==> config.mk <==
export PLATFORM = sky130hd
export DESIGN_NAME = config_cmd_initiator
export DESIGN_NICKNAME = d
export VERILOG_FILES = /design/src/rtl/larpix_pkg.sv /design/src/rtl/rx_packet_sink.sv /design/src/rtl/config_cmd_initiator.sv
export SDC_FILE = /design/constraint.sdc
export NUM_CORES = 1
export LEC_CHECK = 0
export BUFFER_PORTS_ARGS = -buffer_cell sky130_fd_sc_hd__buf_2
export CAP_MARGIN = 20
export CELL_PAD_IN_SITES_DETAIL_PLACEMENT = 1
export CELL_PAD_IN_SITES_GLOBAL_PLACEMENT = 1
export CORE_MARGIN = 10
export CORE_UTILIZATION = 44
export CTS_BUF_LIST = sky130_fd_sc_hd__clkbuf_4 sky130_fd_sc_hd__clkbuf_8
export CTS_CLUSTER_DIAMETER = 200
export DETAILED_ROUTE_END_ITERATION = 10
export PLACE_DENSITY = 0.94
export SYNTH_ARGS = -nofsm -noshare
export SYNTH_HDL_FRONTEND = slang
export SYNTH_SLANG_ARGS = --single-unit
==> constraint.sdc <==
create_clock -name clk -period 3.9 [get_ports clk]
set_input_delay 0.78 -clock clk [delete_from_list [all_inputs] [get_ports clk]]
set_output_delay 0.78 -clock clk [all_outputs]
set_load 0.005 [all_outputs]
==> src/rtl/larpix_pkg.sv <==
// Shared LArPix packet definitions for the host-side command initiator.
// Provides the packet-type encoding, field offsets within a 64-bit packet,
// the odd-parity helper and the initiator FSM state type.
package larpix_pkg;

  typedef enum logic [1:0] {
    PKT_TEST      = 2'b00,
    PKT_DATA      = 2'b01,
    PKT_CFG_WRITE = 2'b10,
    PKT_CFG_READ  = 2'b11
  } pkt_type_e;

  localparam int unsigned TYPE_LSB   = 0;
  localparam int unsigned CHIP_LSB   = 2;
  localparam int unsigned ADDR_LSB   = 10;
  localparam int unsigned DATA_LSB   = 18;
  localparam int unsigned PARITY_BIT = 63;

  // Parity bit that makes the whole packet carry an odd number of ones.
  function automatic logic odd_parity(input logic [PARITY_BIT-1:0] payload);
    return ~^payload;
  endfunction

  typedef enum logic [2:0] {
    ST_IDLE     = 3'd0,
    ST_LOAD     = 3'd1,
    ST_TX_START = 3'd2,
    ST_TX_WAIT  = 3'd3,
    ST_RSP_WAIT = 3'd4
  } init_state_e;

endpackage

==> src/rtl/rx_packet_sink.sv <==
// Unloads packets from the UART RX and presents them for classification.
// Ports:
//   clk, reset_n      clock / async active-low reset
//   rx_packet         packet held by the UART RX
//   rx_empty          low while the UART RX holds a packet
//   uld_rx_data       one-cycle unload strobe back to the UART RX
//   pkt_valid         captured packet is new this cycle (same cycle as strobe)
//   pkt               captured packet
//   parity_err        1 when the captured packet fails the odd-parity check
module rx_packet_sink #(
  parameter int unsigned WIDTH = 64
) (
  input  logic             clk,
  input  logic             reset_n,
  input  logic [WIDTH-1:0] rx_packet,
  input  logic             rx_empty,
  output logic             uld_rx_data,
  output logic             pkt_valid,
  output logic [WIDTH-1:0] pkt,
  output logic             parity_err
);

  logic take;

  // Never unload on consecutive cycles: the RX needs a cycle to refresh
  // rx_empty after a strobe, so a held-low rx_empty must not double-unload.
  assign take = !rx_empty && !uld_rx_data;

  always_ff @(posedge clk or negedge reset_n) begin
    if (!reset_n) begin
      uld_rx_data <= 1'b0;
      pkt         <= '0;
    end else begin
      uld_rx_data <= take;
      if (take) pkt <= rx_packet;
    end
  end

  assign pkt_valid  = uld_rx_data;
  assign parity_err = ~(^pkt);

endmodule

==> src/rtl/config_cmd_initiator.sv <==
// Host-side LArPix config command initiator.
// Builds config write/read packets for the UART TX one at a time, waits for
// read replies with a timeout, and forwards every other RX packet to the host.
// Ports:
//   clk, reset_n                       clock / async active-low reset
//   cmd_valid/cmd_ready                command handshake
//   cmd_write, cmd_chip_id, cmd_addr, cmd_wdata   command fields
//   cmd_done                           pulse: write sent / read finished
//   rsp_valid, rsp_data, rsp_timeout   read reply result
//   tx_packet, ld_tx_data, tx_busy     UART TX interface
//   rx_packet, rx_empty, uld_rx_data   UART RX interface
//   evt_valid, evt_packet, evt_parity_err   forwarded non-reply packets
module config_cmd_initiator
  import larpix_pkg::*;
#(
  parameter int unsigned WIDTH          = 64,
  parameter int unsigned TIMEOUT_BITS   = 16,
  parameter int unsigned TIMEOUT_CYCLES = 4096
) (
  input  logic             clk,
  input  logic             reset_n,
  input  logic             cmd_valid,
  output logic             cmd_ready,
  input  logic             cmd_write,
  input  logic [7:0]       cmd_chip_id,
  input  logic [7:0]       cmd_addr,
  input  logic [7:0]       cmd_wdata,
  output logic             cmd_done,
  output logic             rsp_valid,
  output logic [7:0]       rsp_data,
  output logic             rsp_timeout,
  output logic [WIDTH-1:0] tx_packet,
  output logic             ld_tx_data,
  input  logic             tx_busy,
  input  logic [WIDTH-1:0] rx_packet,
  input  logic             rx_empty,
  output logic             uld_rx_data,
  output logic             evt_valid,
  output logic [WIDTH-1:0] evt_packet,
  output logic             evt_parity_err
);

  localparam logic [TIMEOUT_BITS-1:0] CNT_LAST = TIMEOUT_BITS'(TIMEOUT_CYCLES - 1);

  init_state_e             state_q, state_d;
  logic [TIMEOUT_BITS-1:0] tmo_cnt;
  logic                    pend_write;
  logic [7:0]              pend_chip;
  logic [7:0]              pend_addr;

  logic                    accept, done_set, timeout_set, cnt_clr;
  logic [WIDTH-2:0]        cmd_body;
  logic [WIDTH-1:0]        cmd_pkt;

  logic                    rx_valid;
  logic [WIDTH-1:0]        rx_pkt;
  logic                    rx_parity_err;
  logic                    rx_match;

  rx_packet_sink #(.WIDTH(WIDTH)) u_rx_sink (
    .clk         (clk),
    .reset_n     (reset_n),
    .rx_packet   (rx_packet),
    .rx_empty    (rx_empty),
    .uld_rx_data (uld_rx_data),
    .pkt_valid   (rx_valid),
    .pkt         (rx_pkt),
    .parity_err  (rx_parity_err)
  );

  always_comb begin
    cmd_body                  = '0;
    cmd_body[TYPE_LSB +: 2]   = cmd_write ? PKT_CFG_WRITE : PKT_CFG_READ;
    cmd_body[CHIP_LSB +: 8]   = cmd_chip_id;
    cmd_body[ADDR_LSB +: 8]   = cmd_addr;
    cmd_body[DATA_LSB +: 8]   = cmd_write ? cmd_wdata : 8'h00;
  end

  assign cmd_pkt = {odd_parity(cmd_body), cmd_body};

  // Bad-parity packets are never treated as replies; they go to the event stream.
  assign rx_match = rx_valid && (state_q == ST_RSP_WAIT) &&
                    (rx_pkt[TYPE_LSB +: 2] == PKT_CFG_READ) &&
                    (rx_pkt[CHIP_LSB +: 8] == pend_chip) &&
                    (rx_pkt[ADDR_LSB +: 8] == pend_addr) &&
                    !rx_parity_err;

  always_ff @(posedge clk or negedge reset_n) begin
    if (!reset_n) state_q <= ST_IDLE;
    else          state_q <= state_d;
  end

  always_comb begin
    state_d     = state_q;
    cmd_ready   = 1'b0;
    ld_tx_data  = 1'b0;
    accept      = 1'b0;
    done_set    = 1'b0;
    timeout_set = 1'b0;
    cnt_clr     = 1'b0;
    case (state_q)
      ST_IDLE: begin
        cmd_ready = 1'b1;
        if (cmd_valid) begin
          accept  = 1'b1;
          state_d = ST_LOAD;
        end
      end
      ST_LOAD: begin
        if (!tx_busy) begin
          ld_tx_data = 1'b1;
          state_d    = ST_TX_START;
        end
      end
      ST_TX_START: begin
        if (tx_busy) state_d = ST_TX_WAIT;
      end
      ST_TX_WAIT: begin
        if (!tx_busy) begin
          if (pend_write) begin
            done_set = 1'b1;
            state_d  = ST_IDLE;
          end else begin
            cnt_clr = 1'b1;
            state_d = ST_RSP_WAIT;
          end
        end
      end
      ST_RSP_WAIT: begin
        // A reply classified on the last counted cycle still wins.
        if (rx_match) begin
          done_set = 1'b1;
          state_d  = ST_IDLE;
        end else if (tmo_cnt == CNT_LAST) begin
          done_set    = 1'b1;
          timeout_set = 1'b1;
          state_d     = ST_IDLE;
        end
      end
      default: state_d = ST_IDLE;
    endcase
  end

  always_ff @(posedge clk or negedge reset_n) begin
    if (!reset_n) begin
      tx_packet      <= '0;
      pend_write     <= 1'b0;
      pend_chip      <= '0;
      pend_addr      <= '0;
      tmo_cnt        <= '0;
      cmd_done       <= 1'b0;
      rsp_valid      <= 1'b0;
      rsp_data       <= '0;
      rsp_timeout    <= 1'b0;
      evt_valid      <= 1'b0;
      evt_packet     <= '0;
      evt_parity_err <= 1'b0;
    end else begin
      if (accept) begin
        tx_packet  <= cmd_pkt;
        pend_write <= cmd_write;
        pend_chip  <= cmd_chip_id;
        pend_addr  <= cmd_addr;
      end
      if (cnt_clr)                     tmo_cnt <= '0;
      else if (state_q == ST_RSP_WAIT) tmo_cnt <= tmo_cnt + TIMEOUT_BITS'(1);
      cmd_done    <= done_set;
      rsp_timeout <= timeout_set;
      rsp_valid   <= rx_match;
      if (rx_match) rsp_data <= rx_pkt[DATA_LSB +: 8];
      evt_valid   <= rx_valid && !rx_match;
      if (rx_valid && !rx_match) begin
        evt_packet     <= rx_pkt;
        evt_parity_err <= rx_parity_err;
      end
    end
  end

endmodule

Word-level counts from Yosys, hierarchy flattened
Cells that the tools add are included.
{"block": "word_totals", "regBits": 205, "latch_bits": 0, "ramBits": 0, "romBits": 0, "in_bits": 94, "out_inout_bits": 144, "elab_cells": 72, "mem_count": 0}
{"block": "op_classes", "addsub": 1, "multipliers": 0, "div": 0, "order_cmp": 0, "n_eq_ne": 13, "shifts": 0, "n_mux": 27, "n_bitwise": 1, "n_reduce_logical": 15}
{"operator": "$reduce_xor A64 Y1", "count": 1}
{"operator": "$reduce_xnor A63 Y1", "count": 1}
{"operator": "$mux W16", "count": 2}
{"operator": "$mux W3", "count": 7}
{"operator": "$add A16 B1 Y16 const B", "count": 1}
{"operator": "$eq A16 B12 Y1 const B", "count": 1}
{"operator": "$eq A8 B8 Y1", "count": 2}
{"operator": "$mux W1", "count": 15}
{"operator": "$pmux W3 S5", "count": 1}
{"operator": "$mux W8", "count": 1}
{"operator": "$ne A2 B2 Y1 const B", "count": 4}
{"operator": "$logic_and A1 B1 Y1", "count": 7}
{"operator": "$eq A3 B2 Y1 const B", "count": 2}
{"operator": "$reduce_and A5 Y1", "count": 1}
{"operator": "$eq A3 B1 Y1 const B", "count": 1}
{"operator": "$eq A3 B3 Y1 const B", "count": 1}
{"operator": "$logic_not A1 Y1", "count": 3}
{"operator": "$logic_not A3 Y1", "count": 1}
{"operator": "$ne A3 B3 Y1 const B", "count": 1}
{"operator": "$eq A2 B2 Y1 const B", "count": 1}
{"operator": "$pmux W1 S2", "count": 1}
{"operator": "$reduce_bool A2 Y1", "count": 1}
{"operator": "$not A1 Y1", "count": 1}

Logic depth before layout (Yosys ltp)
{"block": "logic_depth", "word_depth": 8, "ltp_mapped": 10, "ltp_nobuf": 8}

By module
Synthesis repeated with hierarchy kept, for this count alone.
{"block": "unflattened", "hier_cells": 632, "area_unflattened_um2": 8673.3}
{"mod": "config_cmd_initiator", "instances": 1, "cells_per_inst": 431, "area_each_um2": 5730.5, "seq_area_each_um2": 3103.0}
{"mod": "rx_packet_sink", "instances": 1, "cells_per_inst": 201, "area_each_um2": 2942.8, "seq_area_each_um2": 1626.6}

Worst setup path before layout
Ideal clock, no wire load.
{"block": "synth_timing", "kind": "reg-to-reg", "start": "register u_rx_sink.pkt[0]", "end": "register evt_packet[20]", "setup_time_ps": 125, "arrival_ps": 2718, "required_time_ps": 3775, "slack_ps": 1057, "path_stages_with_launch": 11, "path_cell_list": "dfrtp_1 > ha_1 > xnor2_1 > xnor2_1 > xnor2_1 > xnor3_1 > xnor3_2 > o21ai_4 > buf_12 > buf_12 > mux2_4"}
{"block": "synth_via", "elab_chain_len": 7, "word_cells_on_any_way": 8, "cone_classes": "eq/ne: 1; reduce/logical: 7"}
{"element": "start: declaration", "line": "rx_packet_sink.sv:19", "text": "output logic [WIDTH-1:0] pkt,"}
{"element": "start signal: assignment", "line": "rx_packet_sink.sv:35", "text": "if (take) pkt <= rx_packet;"}
{"element": "$eq A2 B2 Y1", "line": "config_cmd_initiator.sv:83", "text": "(rx_pkt[TYPE_LSB +: 2] == PKT_CFG_READ) &&"}
{"element": "$logic_and A1 B1 Y1", "line": "config_cmd_initiator.sv:82", "text": "assign rx_match = rx_valid && (state_q == ST_RSP_WAIT) &&"}
{"element": "$logic_and A1 B1 Y1", "line": "config_cmd_initiator.sv:83"}
{"element": "$logic_and A1 B1 Y1", "line": "config_cmd_initiator.sv:84", "text": "(rx_pkt[CHIP_LSB +: 8] == pend_chip) &&"}
{"element": "$logic_and A1 B1 Y1 (*)", "line": "config_cmd_initiator.sv:85", "text": "(rx_pkt[ADDR_LSB +: 8] == pend_addr) &&"}
{"element": "$logic_not A1 Y1 (*)", "line": "config_cmd_initiator.sv:172", "text": "if (rx_valid && !rx_match) begin"}
{"element": "$logic_and A1 B1 Y1 (*)", "line": "config_cmd_initiator.sv:172"}
{"element": "end signal: assignment", "line": "config_cmd_initiator.sv:173", "text": "evt_packet <= rx_pkt;"}
{"element": "end: declaration", "line": "config_cmd_initiator.sv:39", "text": "output logic [WIDTH-1:0] evt_packet,"}
Every way passes the cells marked *; elsewhere a longest branch is shown, timed or not.
A chain may end at the register's enable or synchronous reset.

Final worst setup path
{"block": "layout_timing", "start": "register u_rx_sink.pkt[3]", "end": "register evt_packet[5]"}
{"block": "layout_via", "elab_chain_len": 6, "word_cells_on_any_way": 7, "cone_classes": "eq/ne: 1; reduce/logical: 6"}
{"element": "$eq A8 B8 Y1", "line": "config_cmd_initiator.sv:84"}
{"element": "$logic_and A1 B1 Y1", "line": "config_cmd_initiator.sv:83"}
{"element": "$logic_and A1 B1 Y1", "line": "config_cmd_initiator.sv:84"}
{"element": "$logic_and A1 B1 Y1 (*)", "line": "config_cmd_initiator.sv:85"}
{"element": "$logic_not A1 Y1 (*)", "line": "config_cmd_initiator.sv:172"}
{"element": "$logic_and A1 B1 Y1 (*)", "line": "config_cmd_initiator.sv:172"}
Marked as above.

==> flow_metrics.py <==
metrics = {
    "sta": {
        "maxSlewViolCount": 0,
        "setup_viol": 0,
        "tightestPinTransition_ns": 0.701,
        "hold_viol": 0,
        "setup_tns_ns": 0,
        "post-route-min-period_ns": 3.32,
        "fmax_mhz": 301,
        "fin_crit_sh": 0.851,
        "slew_headroom": 0.533,
        "rsz0062_at_grt": "no",
        "finClkSkew_ns": 0.0122,
    },
    "power": {
        "ir_drop_mv": 0.515,
        "power_per_cell_area_nw_per_um2": 646,
        "p_leak_nw": 4.87,
    },
    "floorplan": {
        "ioPinCount": 238,
        "rows": 51,
        "die_area_sq_um": 25900,
        "die_x_um": 161,
        "start_util": 0.448,
        "core_area_sq_um": 19500,
        "die_h_um": 161,
    },
    "hold_path": {
        "worstHoldPathType": "input port to asynchronous set/reset pin",
    },
    "setup_path": {
        "crit_arrival_ns": 3.67,
        "critPathCaptureType": "flip-flop",
        "crit_chain": "xnor2_1 > xnor2_1 > xnor2_1 > xnor3_1 > xnor3_2 > o21ai_4 > buf_4 > mux2_2",
        "slowest_delay_ns": 0.48,
        "path_common_cell": "xnor2_1",
        "worstPathMaxFanout": 30,
        "critPathRequiredTime_ns": 4.25,
        "critPathSlowestCell": "buf_4",
        "crit_type": "flip-flop to flip-flop",
        "worst_setup_path_start_kind": "flip-flop",
    },
    "detailed_routing": {
        "routed_wl_um": 23400,
        "drc_errors": 0,
        "dr_total_vias": 5462,
        "drt_first_pass_iters": 4,
        "wire_per_inst_um": 21.0,
        "drt-initial-drc-count": 246,
        "ant_nets": 0,
        "avgViaCountPerCell": 4.91,
    },
    "global_route": {
        "grt_max_degree": 105,
        "groute.usage.overall": 0.178,
        "use_met1": 0.202,
        "busiest_layer": "met2",
        "first_global_vias": 6277,
        "grt_pass1_wl_um": 36500,
        "grt_util_met3": 0.0592,
        "grt_overflow": 0,
        "gr-usage-met2": 0.312,
        "antenna_found_initial": 4,
    },
    "synthesis": {
        "syn_avg_cell_area_sq_um": 13.9,
        "synth_seq_cells": 189,
        "netlist_instances": 628,
        "syn_area_sq_um": 8760,
        "ys_async_sr_fraction": 1.00,
        "synth-edff-count": 0,
        "synth_flop_cell": "dfrtp_1",
        "yosysWarnings": 0,
        "synthDistinctLibCells": 37,
        "ys_seq_area_frac": 0.540,
    },
    "cts": {
        "ctsHoldBuffers": 0,
        "cts_tree": "built",
        "htreeDepth": 4,
        "clkTransAtPathRegs_ns": 0.10,
        "cts-root-buf": "clkbuf_8",
        "clock_latency_ns": 0.47,
        "cts_sinks": 189,
        "post_cts_buffers": 0,
        "cts_made_buffers": 17,
        "cts_resized": 0,
        "cts_buffer_depth": 2,
    },
    "final_layout": {
        "area_delta_synth_final_pct": 17.0,
        "fillers": 2073,
        "final_core_utilization": 0.525,
        "nets": 927,
        "drive_above_1_share": 0.469,
    },
    "run": {
        "maxCapViolations": 0,
    },
    "placement": {
        "place_congestion": 0.839,
        "port_buffers": 200,
        "hpwlAfterDp_um": 18000,
    },
    "outcome": {
        "status": "finished clean",
    },
}
[logic make-up after synthesis]
kind of cell | after synthesis | synth area share
AOI/OAI and AO/OA | 26 | 0.0177
xor gates and xnor gates | 108 | 0.116
adders and majority gates | 2 | 0.00286
buffers and inverters | 63 | 0.0553
DFF | 189 | 0.540
muxes | 153 | 0.221
other | 1 | 0.000428
and+or+nand+nor | 86 | 0.0463
[per-layer routing]
metal,vias to the layer above,share of wire
li1,2476,-
met2,153,0.51
met1,2801,0.40
met4,2,0.017
met5,-,0.00056
met3,30,0.070
[critical path: cells and delay by family, from the launching register on]
kind,cells,cell delay (ns)
xor gates and xnor gates,5,1.63
AOI/OAI and AO/OA,1,0.20
DFF,1,0.47
muxes,1,0.40
buffers and inverters,1,0.48
[cells in the mapped netlist (all sizes together), types with 4 or more instances]
library cell  count  area share
o21ai            17       0.011
a21oi             5      0.0029
xor2             18       0.018
dfrtp           189        0.54
nand4             8      0.0057
nor4              4      0.0029
xnor2            85       0.085
clkbuf           14      0.0060
mux2            153        0.22
or3               4      0.0029
buf              46       0.048
nand2            35       0.015
nor2             17      0.0073
xnor3             5       0.013
[final cells by class]
class                           instances  area, sq um  share of cell area
Antenna cell                            4         10.0            0.000977
Clock buffer                           17          234              0.0228
Clock inverter                         15          146              0.0143
Inverter                                3         11.3             0.00110
Multi-Input combinational cell        412         3680               0.360
Sequential cell                       189         4730               0.462
Tap cell                              265          332              0.0324
Timing Repair Buffer                  208         1090               0.107
[registers in the layout (all words and copies together), names as in the netlist, 3 cells and up]
name / flops
pend_addr: 7
rsp_data: 8
state_q: 3
tx_packet: 13
evt_packet: 64
u_rx_sink.pkt: 64
tmo_cnt: 16
pend_chip: 7
[power by group]
| group | switching (W) | internal [W] | total (W) |
|---|---|---|---|
| combinational | 0.00107 | 0.00138 | 0.00245 |
| sequential | 0.000436 | 0.00243 | 0.00287 |
| clock | 0.000763 | 0.000525 | 0.00129 |
| total | 0.00227 | 0.00434 | 0.00661 |
[stage by stage]
stage               setup WS (ns)  hold WS, ns  cells  cell area (sq um)  total power (W)
finish                      0.580        0.205   1113              10200          0.00661
global route                0.351        0.203   1110              10200          0.00703
CTS                         0.503        0.194   1109              10200          0.00672
detailed placement          0.516        0.456   1077               9850          0.00542
global placement            0.613        0.448   1077               9850          0.00525
floorplan                    1.06        0.459    664               8890          0.00451
[placed cells by master (no fill, tap or decap), drive strengths merged, types with 12 or more instances in the layout]
master	count
dfrtp	189
o21ai	17
mux2	153
xor2	18
xnor2	85
nor2	17
nand2	35
inv	12
clkbuf	18
conb	37
buf	207
[worst paths after layout]
check / slack, ns / end / from / cells after the start
max in group asynchronous: 2.76 / pend_chip[1] / reset_n / 2
max reg2reg: 0.58 / evt_packet[5] / u_rx_sink.pkt[3] / 8
min reg2reg: 0.48 / tx_packet[1] / tx_packet[1] / 1
min: 0.20 / u_rx_sink.pkt[40] / reset_n / 1
min in group clk: 0.48 / tx_packet[1] / tx_packet[1] / 1
max: 0.58 / evt_packet[5] / u_rx_sink.pkt[3] / 8
(Power assumes the default switching activity.)
